`src/rtl/mips_mc_controller_pkg.sv`:
```
// Multicycle MIPS control definitions: opcodes, ALU operation codes,
// datapath mux selects, FSM state encoding and the per-state control words.
package mips_mc_controller_pkg;

   typedef enum logic [5:0] {
      OP_RTYPE = 6'h00,
      OP_J     = 6'h02,
      OP_BEQ   = 6'h04,
      OP_ADDI  = 6'h08,
      OP_LW    = 6'h23,
      OP_SW    = 6'h2B
   } opcode_t;

   typedef enum logic [1:0] {
      ADD_Op    = 2'd0,
      SUB_Op    = 2'd1,
      R_Type_Op = 2'd2,
      ERR_Op    = 2'd3
   } alu_op_t;

   typedef enum logic [1:0] {
      PC_SRC_ALU    = 2'd0,
      PC_SRC_ALUOUT = 2'd1,
      PC_SRC_JUMP   = 2'd2
   } pc_src_t;

   typedef enum logic [1:0] {
      SRC_B_REG     = 2'd0,
      SRC_B_FOUR    = 2'd1,
      SRC_B_IMM     = 2'd2,
      SRC_B_IMM_SH2 = 2'd3
   } alu_src_b_t;

   typedef enum logic [3:0] {
      S_IDLE, S_FETCH, S_DECODE, S_MEM_ADDR, S_MEM_READ, S_MEM_WB, S_MEM_WRITE,
      S_EXEC, S_ALU_WB, S_ADDI_EXEC, S_ADDI_WB, S_BRANCH, S_JUMP, S_ERROR
   } mc_state_t;

   typedef struct packed {
      logic       pc_write;
      logic       pc_write_cond;
      pc_src_t    pc_src;
      logic       iord;
      logic       mem_read;
      logic       mem_write;
      logic       ir_write;
      logic       reg_write;
      logic       reg_dst;
      logic       mem_to_reg;
      logic       alu_src_a;
      alu_src_b_t alu_src_b;
      alu_op_t    alu_op;
      logic       instr_done;
   } mc_control_t;

   localparam logic N = 1'b0;
   localparam logic Y = 1'b1;

   // ir_write/pc_write in FETCH and instr_done in MEM_WRITE are further
   // qualified by mem_ready in the top; the table holds their intent.
   //                                       pw pwc pc_src         iord mrd mwr irw rw dst m2r srcA srcB           alu_op     done
   localparam mc_control_t OFF_Ctrl       = '{N, N, PC_SRC_ALU,    N,  N,  N,  N,  N, N,  N,  N,   SRC_B_REG,     ERR_Op,    N};
   localparam mc_control_t FETCH_Ctrl     = '{Y, N, PC_SRC_ALU,    N,  Y,  N,  Y,  N, N,  N,  N,   SRC_B_FOUR,    ADD_Op,    N};
   localparam mc_control_t DECODE_Ctrl    = '{N, N, PC_SRC_ALU,    N,  N,  N,  N,  N, N,  N,  N,   SRC_B_IMM_SH2, ADD_Op,    N};
   localparam mc_control_t MEM_ADDR_Ctrl  = '{N, N, PC_SRC_ALU,    N,  N,  N,  N,  N, N,  N,  Y,   SRC_B_IMM,     ADD_Op,    N};
   localparam mc_control_t MEM_READ_Ctrl  = '{N, N, PC_SRC_ALU,    Y,  Y,  N,  N,  N, N,  N,  N,   SRC_B_REG,     ADD_Op,    N};
   localparam mc_control_t MEM_WB_Ctrl    = '{N, N, PC_SRC_ALU,    N,  N,  N,  N,  Y, N,  Y,  N,   SRC_B_REG,     ADD_Op,    Y};
   localparam mc_control_t MEM_WRITE_Ctrl = '{N, N, PC_SRC_ALU,    Y,  N,  Y,  N,  N, N,  N,  N,   SRC_B_REG,     ADD_Op,    Y};
   localparam mc_control_t EXEC_Ctrl      = '{N, N, PC_SRC_ALU,    N,  N,  N,  N,  N, N,  N,  Y,   SRC_B_REG,     R_Type_Op, N};
   localparam mc_control_t ALU_WB_Ctrl    = '{N, N, PC_SRC_ALU,    N,  N,  N,  N,  Y, Y,  N,  N,   SRC_B_REG,     ADD_Op,    Y};
   localparam mc_control_t ADDI_EXEC_Ctrl = '{N, N, PC_SRC_ALU,    N,  N,  N,  N,  N, N,  N,  Y,   SRC_B_IMM,     ADD_Op,    N};
   localparam mc_control_t ADDI_WB_Ctrl   = '{N, N, PC_SRC_ALU,    N,  N,  N,  N,  Y, N,  N,  N,   SRC_B_REG,     ADD_Op,    Y};
   localparam mc_control_t BRANCH_Ctrl    = '{N, Y, PC_SRC_ALUOUT, N,  N,  N,  N,  N, N,  N,  Y,   SRC_B_REG,     SUB_Op,    Y};
   localparam mc_control_t JUMP_Ctrl      = '{Y, N, PC_SRC_JUMP,   N,  N,  N,  N,  N, N,  N,  N,   SRC_B_REG,     ADD_Op,    Y};

   // Control word for a state; IDLE, ERROR and unused codes are all-off.
   function automatic mc_control_t state_ctrl(mc_state_t s);
      mc_control_t c;
      case (s)
         S_FETCH:     c = FETCH_Ctrl;
         S_DECODE:    c = DECODE_Ctrl;
         S_MEM_ADDR:  c = MEM_ADDR_Ctrl;
         S_MEM_READ:  c = MEM_READ_Ctrl;
         S_MEM_WB:    c = MEM_WB_Ctrl;
         S_MEM_WRITE: c = MEM_WRITE_Ctrl;
         S_EXEC:      c = EXEC_Ctrl;
         S_ALU_WB:    c = ALU_WB_Ctrl;
         S_ADDI_EXEC: c = ADDI_EXEC_Ctrl;
         S_ADDI_WB:   c = ADDI_WB_Ctrl;
         S_BRANCH:    c = BRANCH_Ctrl;
         S_JUMP:      c = JUMP_Ctrl;
         default:     c = OFF_Ctrl;
      endcase
      return c;
   endfunction

endpackage

```
`src/rtl/mips_mc_controller_mem_wait.sv`:
```
// Memory handshake watchdog: counts cycles spent waiting on mem_ready in a
// memory state and flags success (ready seen) or timeout (budget exhausted).
module mips_mc_mem_wait #(
   parameter int unsigned MEM_TIMEOUT = 16
) (
   input  logic clk,
   input  logic rst,
   input  logic active_i,
   input  logic ready_i,
   output logic success_o,
   output logic timeout_o
);

   localparam logic [7:0] LAST_WAIT = 8'(MEM_TIMEOUT - 1);

   logic [7:0] count_q;
   logic [7:0] count_d;

   // Counter sits at zero outside memory states, so every entry starts fresh.
   always_comb begin
      count_d = count_q;
      if (!active_i || ready_i) begin
         count_d = '0;
      end else begin
         count_d = count_q + 8'd1;
      end
   end

   // Wait counter register.
   always_ff @(posedge clk) begin
      if (rst) begin
         count_q <= '0;
      end else begin
         count_q <= count_d;
      end
   end

   assign success_o = active_i & ready_i;
   // Ready arriving on the last allowed cycle still wins over the timeout.
   assign timeout_o = active_i & ~ready_i & (count_q == LAST_WAIT);

endmodule

```
`src/rtl/mips_mc_controller.sv`:
```
// Multicycle MIPS control FSM. Outputs are decoded from the current state
// (held as a registered control word); only the memory-handshake strobes are
// qualified by mem_ready. Optional macro MIPS_MC_PERF_COUNTERS_EN adds
// cycle/instruction/stall counters.
module mips_mc_controller
   import mips_mc_controller_pkg::*;
#(
   parameter int unsigned MEM_TIMEOUT       = 16,
   parameter bit          RESET_STATE_FETCH = 1'b1
) (
   input  logic        clk,
   input  logic        rst,
   input  logic        start,
   input  opcode_t     opcode,
   input  logic        zero,
   input  logic        mem_ready,
   output logic        pc_write,
   output logic        pc_write_cond,
   output logic [1:0]  pc_src,
   output logic        iord,
   output logic        mem_read,
   output logic        mem_write,
   output logic        ir_write,
   output logic        reg_write,
   output logic        reg_dst,
   output logic        mem_to_reg,
   output logic        alu_src_a,
   output logic [1:0]  alu_src_b,
   output alu_op_t     alu_op,
   output logic        instr_done,
   output logic        illegal
`ifdef MIPS_MC_PERF_COUNTERS_EN
   ,
   output logic [31:0] cycle_count,
   output logic [31:0] instr_count,
   output logic [31:0] stall_count
`endif
);

   localparam mc_state_t RST_STATE = RESET_STATE_FETCH ? S_FETCH : S_IDLE;

   mc_state_t   state_q, state_d;
   logic        illegal_q, illegal_d;
   mc_control_t ctrl_q;
   logic        mem_active, mem_success, mem_timeout, hs_ok;

   // The branch decision on zero is made in the datapath via pc_write_cond.
   logic unused_zero;
   assign unused_zero = zero;

   assign mem_active = (state_q == S_FETCH) || (state_q == S_MEM_READ) ||
                       (state_q == S_MEM_WRITE);

   mips_mc_mem_wait #(.MEM_TIMEOUT(MEM_TIMEOUT)) u_mem_wait (
      .clk       (clk),
      .rst       (rst),
      .active_i  (mem_active),
      .ready_i   (mem_ready),
      .success_o (mem_success),
      .timeout_o (mem_timeout)
   );

   // Next-state selection; opcode matters only in DECODE and MEM_ADDR.
   always_comb begin
      state_d   = state_q;
      illegal_d = illegal_q;
      case (state_q)
         S_IDLE: if (start) state_d = S_FETCH;
         S_FETCH: begin
            if (mem_success) begin
               state_d = S_DECODE;
            end else if (mem_timeout) begin
               state_d   = S_ERROR;
               illegal_d = 1'b1;
            end
         end
         S_DECODE: begin
            case (opcode)
               OP_LW, OP_SW: state_d = S_MEM_ADDR;
               OP_RTYPE:     state_d = S_EXEC;
               OP_BEQ:       state_d = S_BRANCH;
               OP_ADDI:      state_d = S_ADDI_EXEC;
               OP_J:         state_d = S_JUMP;
               default: begin
                  state_d   = S_ERROR;
                  illegal_d = 1'b1;
               end
            endcase
         end
         S_MEM_ADDR: begin
            if (opcode == OP_LW) begin
               state_d = S_MEM_READ;
            end else if (opcode == OP_SW) begin
               state_d = S_MEM_WRITE;
            end else begin
               state_d   = S_ERROR;
               illegal_d = 1'b1;
            end
         end
         S_MEM_READ, S_MEM_WRITE: begin
            if (mem_success) begin
               state_d = (state_q == S_MEM_READ) ? S_MEM_WB : S_FETCH;
            end else if (mem_timeout) begin
               state_d   = S_ERROR;
               illegal_d = 1'b1;
            end
         end
         S_EXEC:      state_d = S_ALU_WB;
         S_ADDI_EXEC: state_d = S_ADDI_WB;
         S_MEM_WB, S_ALU_WB, S_ADDI_WB, S_BRANCH, S_JUMP: state_d = S_FETCH;
         S_ERROR:     state_d = S_ERROR;
         default: begin
            state_d   = S_ERROR;
            illegal_d = 1'b1;
         end
      endcase
   end

   // State, sticky illegal flag and the registered control word of the new state.
   always_ff @(posedge clk) begin
      if (rst) begin
         state_q   <= RST_STATE;
         illegal_q <= 1'b0;
         ctrl_q    <= state_ctrl(RST_STATE);
      end else begin
         state_q   <= state_d;
         illegal_q <= illegal_d;
         ctrl_q    <= state_ctrl(state_d);
      end
   end

   // Strobes that complete a memory access fire only once the access is accepted.
   assign hs_ok = ~mem_active | mem_ready;

   assign pc_write      = ctrl_q.pc_write & hs_ok;
   assign pc_write_cond = ctrl_q.pc_write_cond;
   assign pc_src        = ctrl_q.pc_src;
   assign iord          = ctrl_q.iord;
   assign mem_read      = ctrl_q.mem_read;
   assign mem_write     = ctrl_q.mem_write;
   assign ir_write      = ctrl_q.ir_write & hs_ok;
   assign reg_write     = ctrl_q.reg_write;
   assign reg_dst       = ctrl_q.reg_dst;
   assign mem_to_reg    = ctrl_q.mem_to_reg;
   assign alu_src_a     = ctrl_q.alu_src_a;
   assign alu_src_b     = ctrl_q.alu_src_b;
   assign alu_op        = ctrl_q.alu_op;
   assign instr_done    = ctrl_q.instr_done & hs_ok;
   assign illegal       = illegal_q;

`ifdef MIPS_MC_PERF_COUNTERS_EN
   logic [31:0] cycle_q, instr_q, stall_q;

   // Free-running observation counters; they never feed back into the FSM.
   always_ff @(posedge clk) begin
      if (rst) begin
         cycle_q <= '0;
         instr_q <= '0;
         stall_q <= '0;
      end else begin
         if (state_q != S_IDLE && state_q != S_ERROR) cycle_q <= cycle_q + 32'd1;
         if (instr_done)                             instr_q <= instr_q + 32'd1;
         if (mem_active && !mem_ready)               stall_q <= stall_q + 32'd1;
      end
   end

   assign cycle_count = cycle_q;
   assign instr_count = instr_q;
   assign stall_count = stall_q;
`endif

endmodule
```
`config.mk`:
```
export PLATFORM = sky130hd
export DESIGN_NAME = mips_mc_controller
export DESIGN_NICKNAME = d
export VERILOG_FILES = /design/src/rtl/mips_mc_controller_pkg.sv /design/src/rtl/mips_mc_controller_mem_wait.sv /design/src/rtl/mips_mc_controller.sv
export SDC_FILE = /design/constraint.sdc
export NUM_CORES = 1
export LEC_CHECK = 0
export CAP_MARGIN = 20
export CORE_MARGIN = 5
export CORE_UTILIZATION = 43
export DETAILED_ROUTE_END_ITERATION = 12
export GPL_ROUTABILITY_DRIVEN = 0
export GPL_TIMING_DRIVEN = 0
export PLACE_DENSITY_LB_ADDON = 0.25
export SLEW_MARGIN = 20
export SYNTH_ARGS = -nofsm -noshare
export SYNTH_HDL_FRONTEND = slang
export SYNTH_HIERARCHICAL = 1
export SYNTH_SLANG_ARGS = --single-unit
```
`constraint.sdc`:
```
create_clock -name clk -period 2.9 [get_ports clk]
set_input_delay 0.58 -clock clk [delete_from_list [all_inputs] [get_ports clk]]
set_output_delay 0.58 -clock clk [all_outputs]
set_load 0.01 [all_outputs]
```
==> results.json, run 1 <==
{
  "largest_reg_flops": 8,
  "routed-via-count": 1488,
  "tightest_slew_ps": 462.7,
  "startpoint_type": "primary input",
  "final_cells": 269,
  "synth.ff_latch_count": 29,
  "drv_cap": 0,
  "power.density_mw_per_mm2": 1085,
  "path_clk_slew_ps": 60,
  "postSynthCellCount": 183,
  "grt-ovfl-total": 0,
  "synth_ff_type": "dfxtp_1",
  "cts_hold_buf": 0,
  "drt-initial-drc-count": 35,
  "grt_util_all_layers": 0.1551,
  "async_reset_ff_frac": 0,
  "status": "finished, final reports clean",
  "setup_viol_count_final": 0,
  "yosysWarningCount": 6,
  "fmax_mhz": 358.0,
  "hold_violations": 0,
  "io_buffer_count": 27,
  "syn2layout_area_growth_pct": 31.27,
  "core-area_mm2": 0.003661,
  "placed_cells": 258,
  "grt_pass1_wl_um": 6334,
  "synth-seq-area-share": 0.3583,
  "cp_slowest_cell": "clkdlybuf4s50_1",
  "layout-drive-gt1-share": 0.1946,
  "leakagePower_nw": 0.7992,
  "drc": 0,
  "path_cells": "clkdlybuf4s50_1 > and4bb_2 > or3_1 > a32oi_2 > nand4_4 > ha_1 > a211oi_1 > a2111oi_2",
  "num_antenna_cells": 0,
  "clockBufferDepth": 2,
  "fin_nets": 236,
  "regMostFlops": "u_mem_wait/count_q",
  "crit_fanout": 6,
  "fin_crit_ps": 2794,
  "die-width_um": 71.39,
  "io_pins": 29,
  "cp.arrival_ps": 2930,
  "grt_pass1_vias": 1396,
  "critical_path_class": "primary input to register",
  "firstDrtPassIters": 4,
  "fillCellCount": 338,
  "die_area_mm2": 0.005096,
  "wl_um": 3794,
  "top_regs": "u_mem_wait/count_q x8, state_q x4, ctrl_q x3",
  "start_util": 0.4426,
  "regToRegSetupSlack_ps": 140,
  "syn-num-nets": 199,
  "finClkSkew_ps": 3.935,
  "netlist_area_mm2": 0.001620,
  "die_h_um": 71.39,
  "yosys.area.top_type": "dfxtp_1",
  "final_max_slew_viol_count": 0,
  "grt_max_degree": 11,
  "synth_edf_count": 0,
  "clockRootBuffer": "clkbuf_8",
  "clock_sinks": 29,
  "min_period_over_period": 0.9633,
  "yosys.area.top_type_share": 0.3583,
  "crit_family": "simple AND/OR/NAND/NOR gates",
  "wl_per_cell_um": 14.10,
  "fin_hold_ws_ps": 473.6,
  "max-slew-margin-rel": 0.6915,
  "htreeDepth": 2,
  "placed_cell_area_mm2": 0.001951,
  "synth_cell_types": 54,
  "worst_setup_path_end_kind": "register",
  "cts_made_buffers": 5,
  "hpwl_um": 2776,
  "floorplan.rows": 22,
  "min_path_type": "register to register",
  "rsz0062_at_grt": "yes",
  "synthesis.area_per_instance_um2": 8.854,
  "synth_common_cells": "dfxtp_1, a21oi_1, nor2_1",
  "antenna_found_initial": 0,
  "cts_tree": "done",
  "viasPerCell": 5.532,
  "insertion_delay_ps": 280,
  "slowest_delay_ps": 550,
  "final_cell_area_mm2": 0.002127,
  "synth_area_leaders": "dfxtp_1, ha_1, a21oi_1, buf_4, nor2b_1",
  "cp_num_buf_inv": 1,
  "ant_nets": 0,
  "peakVddDrop_uv": 684.1,
  "synth_most_common_cell": "dfxtp_1",
  "crit_required_ps": 3040
}
[metrics by stage]
| stage | power (mW) | setup slack (ps) | setup TNS [ps] | utilization |
|---|---|---|---|---|
| floorplan | 1.405 | 277.2 | 0 | - |
| global placement | 1.766 | -267.3 | -1144 | 0.5328 |
| detailed placement | 1.778 | -294.9 | -1317 | 0.5328 |
| CTS | 2.183 | 14.88 | 0 | 0.5643 |
| global route | 2.494 | -46.03 | -66.43 | 0.5810 |
| finish | 2.308 | 106.4 | 0 | 0.5810 |
[per-layer routing]
| metal | wire (um) | up-vias | global-route usage |
|---|---|---|---|
| li1 | - | 752 | - |
| met1 | 1898 | 702 | 0.2150 |
| met2 | 1694 | 28 | 0.2286 |
| met3 | 160 | 6 | 0.04909 |
| met4 | 40 | 0 | 0.04802 |
| met5 | 0 | - | 0 |
[cells in the final DEF, fill, tap and decap left out, drive strengths merged, types with 2 or more instances in the layout]
cell           synthesis  routed
dfxtp                 29      29
o21bai                 2       2
ha                     5       5
inv                    8       8
or3b                   2       2
a21oi                 11      11
nor3                   6       6
or4b                   2       2
nand2b                 2       2
nand2                  9       9
nor3b                  4       4
nand4                  3       3
o311a                  2       2
xnor2                  4       4
o211ai                 6       6
nor4                   3       3
clkbuf                 4      11
nand3                  6       6
a21o                   2       2
nor2b                  7       7
clkdlybuf4s50          0      27
buf                    9      12
a211oi                 5       5
or3                    6       6
or2                    2       2
o21ai                  7       7
nor2                  12      12
a2111oi                2       2
o31ai                  2       2
and2                   3       3
o211a                  2       2
[worst paths after layout]
kind	to	from	cells past startpoint
max	alu_op[0]	mem_ready	8
min	u_mem_wait/count_q[0]	u_mem_wait/count_q[0]	1
min reg2reg	u_mem_wait/count_q[0]	u_mem_wait/count_q[0]	1
max reg2reg	alu_op[0]	state_q[0]	11
[cell families (layout without fill, tap and decap cells)]
group,after synthesis,in the layout,synth area share
AO/OA/AOI/OAI,49,49,0.2347
XOR/XNOR,5,5,0.02703
adder cells (fa/ha/maj),5,5,0.03861
buffers and inverters,21,59,0.06486
flip-flops,29,29,0.3583
multiplexers,2,2,0.01313
AND/OR/NAND/NOR,72,72,0.2633
[area by class of cell]
type | instances | area (um2) | share of cell area
multi-input combinational | 133 | 973.4 | 0.4576
sequential | 29 | 584.3 | 0.2747
timing repair buffer | 30 | 292.8 | 0.1376
clock buffer | 7 | 96.34 | 0.04529
buffer | 13 | 82.58 | 0.03882
tap | 48 | 60.06 | 0.02824
inverter | 8 | 32.53 | 0.01529
clock inverter | 1 | 5.005 | 0.002353
[power by group]
part | internal, mW | total, mW | switching, mW
registers | 0.503 | 0.560 | 0.0576
logic | 0.638 | 1.39 | 0.753
clock network | 0.214 | 0.357 | 0.143
[timing repair]
action	CTS	global route
buffers inserted	1	2
endpoints found under the setup margin	6	12
resized for setup	6	11
pin swaps	1	2
Power figures use the tool's default switching activity.
==> inputs of run 2 (changes only) <==
--- a/config.mk
+++ b/config.mk
@@ -6,8 +6,8 @@
 export NUM_CORES = 1
 export LEC_CHECK = 0
 export CAP_MARGIN = 20
-export CORE_MARGIN = 5
-export CORE_UTILIZATION = 43
+export CORE_MARGIN = 10
+export CORE_UTILIZATION = 50
 export DETAILED_ROUTE_END_ITERATION = 12
 export GPL_ROUTABILITY_DRIVEN = 0
 export GPL_TIMING_DRIVEN = 0
==> run 2 against run 1 <==
Register-to-register slack got worse by 70 ps. Clock skew rose by 4.4 ps. Routed wire length rose by 11%. Sequential share of layout area barely moved. Final area rose by 0.18%. Final cell count fell by 2.2%. Combinational power barely moved. Die area rose by 16%. Largest power group unchanged.
==> results.json, run 2 (synthesized netlist as in run 1, its figures left out) <==
{
  "status": "finished, final reports clean",
  "start_util": 0.5264,
  "max-slew-margin-rel": 0.6153,
  "peakVddDrop_uv": 649.3,
  "placed_cell_area_mm2": 0.001946,
  "viasPerCell": 5.871,
  "wl_um": 4214,
  "cts_tree": "done",
  "hold_violations": 0,
  "wl_per_cell_um": 16.02,
  "setup_viol_count_final": 0,
  "die_area_mm2": 0.005917,
  "floorplan.rows": 20,
  "crit_required_ps": 3180,
  "tightest_slew_ps": 577.1,
  "fmax_mhz": 353.5,
  "use_met3": 0.06061,
  "finClkSkew_ps": 8.377,
  "crit_fanout": 10,
  "core-area_mm2": 0.003078,
  "routed-via-count": 1544,
  "drv_cap": 0,
  "io_pins": 29,
  "use_met1": 0.1610,
  "worst_setup_path_end_kind": "register",
  "die_h_um": 76.93,
  "grt_pass1_vias": 1456,
  "final_max_slew_viol_count": 0,
  "fin_hold_ws_ps": 475.9,
  "final_cell_area_mm2": 0.002131,
  "fin_crit_ps": 2829,
  "antenna_found_initial": 0,
  "drc": 0,
  "clockRootBuffer": "clkbuf_4",
  "clockBufferDepth": 2,
  "regMostFlops": "u_mem_wait/count_q",
  "clock_sinks": 29,
  "syn2layout_area_growth_pct": 31.51,
  "min_period_over_period": 0.9754,
  "grt_use_met2": 0.2159,
  "largest_reg_flops": 8,
  "final_cells": 263,
  "insertion_delay_ps": 330,
  "firstDrtPassIters": 4,
  "min_path_type": "register to register",
  "power.density_mw_per_mm2": 1123,
  "io_buffer_count": 27,
  "critical_path_class": "register to register",
  "busiest_layer": "met2",
  "grt-ovfl-total": 0,
  "startpoint_type": "register",
  "layout-drive-gt1-share": 0.2100,
  "htreeDepth": 2,
  "cts_hold_buf": 0,
  "leakagePower_nw": 0.7907,
  "num_antenna_cells": 0,
  "fin_nets": 234,
  "hpwl_um": 2955,
  "grt_max_degree": 11,
  "final_core_utilization": 0.6923,
  "die-width_um": 76.93,
  "grt_util_all_layers": 0.1365,
  "drt-initial-drc-count": 74,
  "cp.arrival_ps": 3110,
  "path_clk_slew_ps": 100,
  "placed_cells": 254,
  "final_cell_mix": "dfxtp_1, clkdlybuf4s50_1, nor2_1, a21oi_1, nand2_1",
  "top_regs": "u_mem_wait/count_q x8, state_q x4, ctrl_q x3",
  "p_total_mw": 2.393,
  "ant_nets": 0,
  "fillCellCount": 260,
  "cts_made_buffers": 5,
  "grt_pass1_wl_um": 6755
}
-- run 2: cell types whose count changed in the layout (fill, tap and decap cells not counted), moves of 2 or more --
cell       change
bufinv_16      +2
inv_2          +2
buf_4          -3
clkbuf_8       -7
ha_1           -2
clkbuf_4       +4
nor2_2         -2
ha_2           +2
-- run 2: per-layer routing --
layer	part of all wire	up-vias
li1	-	743
met1	0.41	731
met4	0.010	0
met5	0	-
met2	0.50	64
met3	0.083	6
-- run 2: worst paths after layout --
path / to / startpoint / slack, ps / cells past startpoint
worst max-delay path: ctrl_q[0] / state_q[3] / 70 / 9
worst min register to register: u_mem_wait/count_q[0] / u_mem_wait/count_q[0] / 480 / 1
worst min-delay path: u_mem_wait/count_q[0] / u_mem_wait/count_q[0] / 480 / 1
worst max register to register: ctrl_q[0] / state_q[3] / 70 / 9
-- run 2: worst max-delay path, stage by stage, from the launching register on --
cell	delay, ps
dfxtp_1	470
clkbuf_2	280
nor2_1	120
and4bb_2	270
or3_1	370
a32oi_2	300
nand4_4	200
ha_1	350
o211ai_1	200
o311a_1	210
-- run 2: through the flow --
stage	setup slack, ps	setup TNS [ps]
after floorplan	277.2	0
after global placement	-270.6	-1168
after detailed placement	-290.0	-1350
after CTS	31.12	0
after global routing	-31.71	-64.12
final	71.31	0
-- run 2: cell type report --
cell class	count	area [um2]	area share
multi-input cells	133	996.0	0.4674
flip-flops and latches	29	585.6	0.2748
repair buffers	28	277.8	0.1304
plain buffers	13	83.83	0.03934
clock inverters	3	65.06	0.03053
well taps	44	55.05	0.02584
clock buffers	5	37.54	0.01762
inverters	8	30.03	0.01409
-- run 2: power breakdown --
part	internal [mW]	switching, mW
combinational	0.618	0.798
sequential	0.503	0.0620
clock	0.267	0.145
-- run 2: repair_timing --
item	CTS	global route
resized for setup	6	15
pin swaps	1	2
setup endpoints to repair	7	11
setup buffers	1	0
==> inputs of run 3 (changes only) <==
--- a/config.mk
+++ b/config.mk
@@ -5,6 +5,7 @@
 export SDC_FILE = /design/constraint.sdc
 export NUM_CORES = 1
 export LEC_CHECK = 0
+export ABC_CLOCK_PERIOD_IN_PS = 2900
 export CAP_MARGIN = 20
 export CORE_MARGIN = 10
 export CORE_UTILIZATION = 50
==> results of run 3 <==
No change in the layout: final DEF, timing and power equal those of run 2.
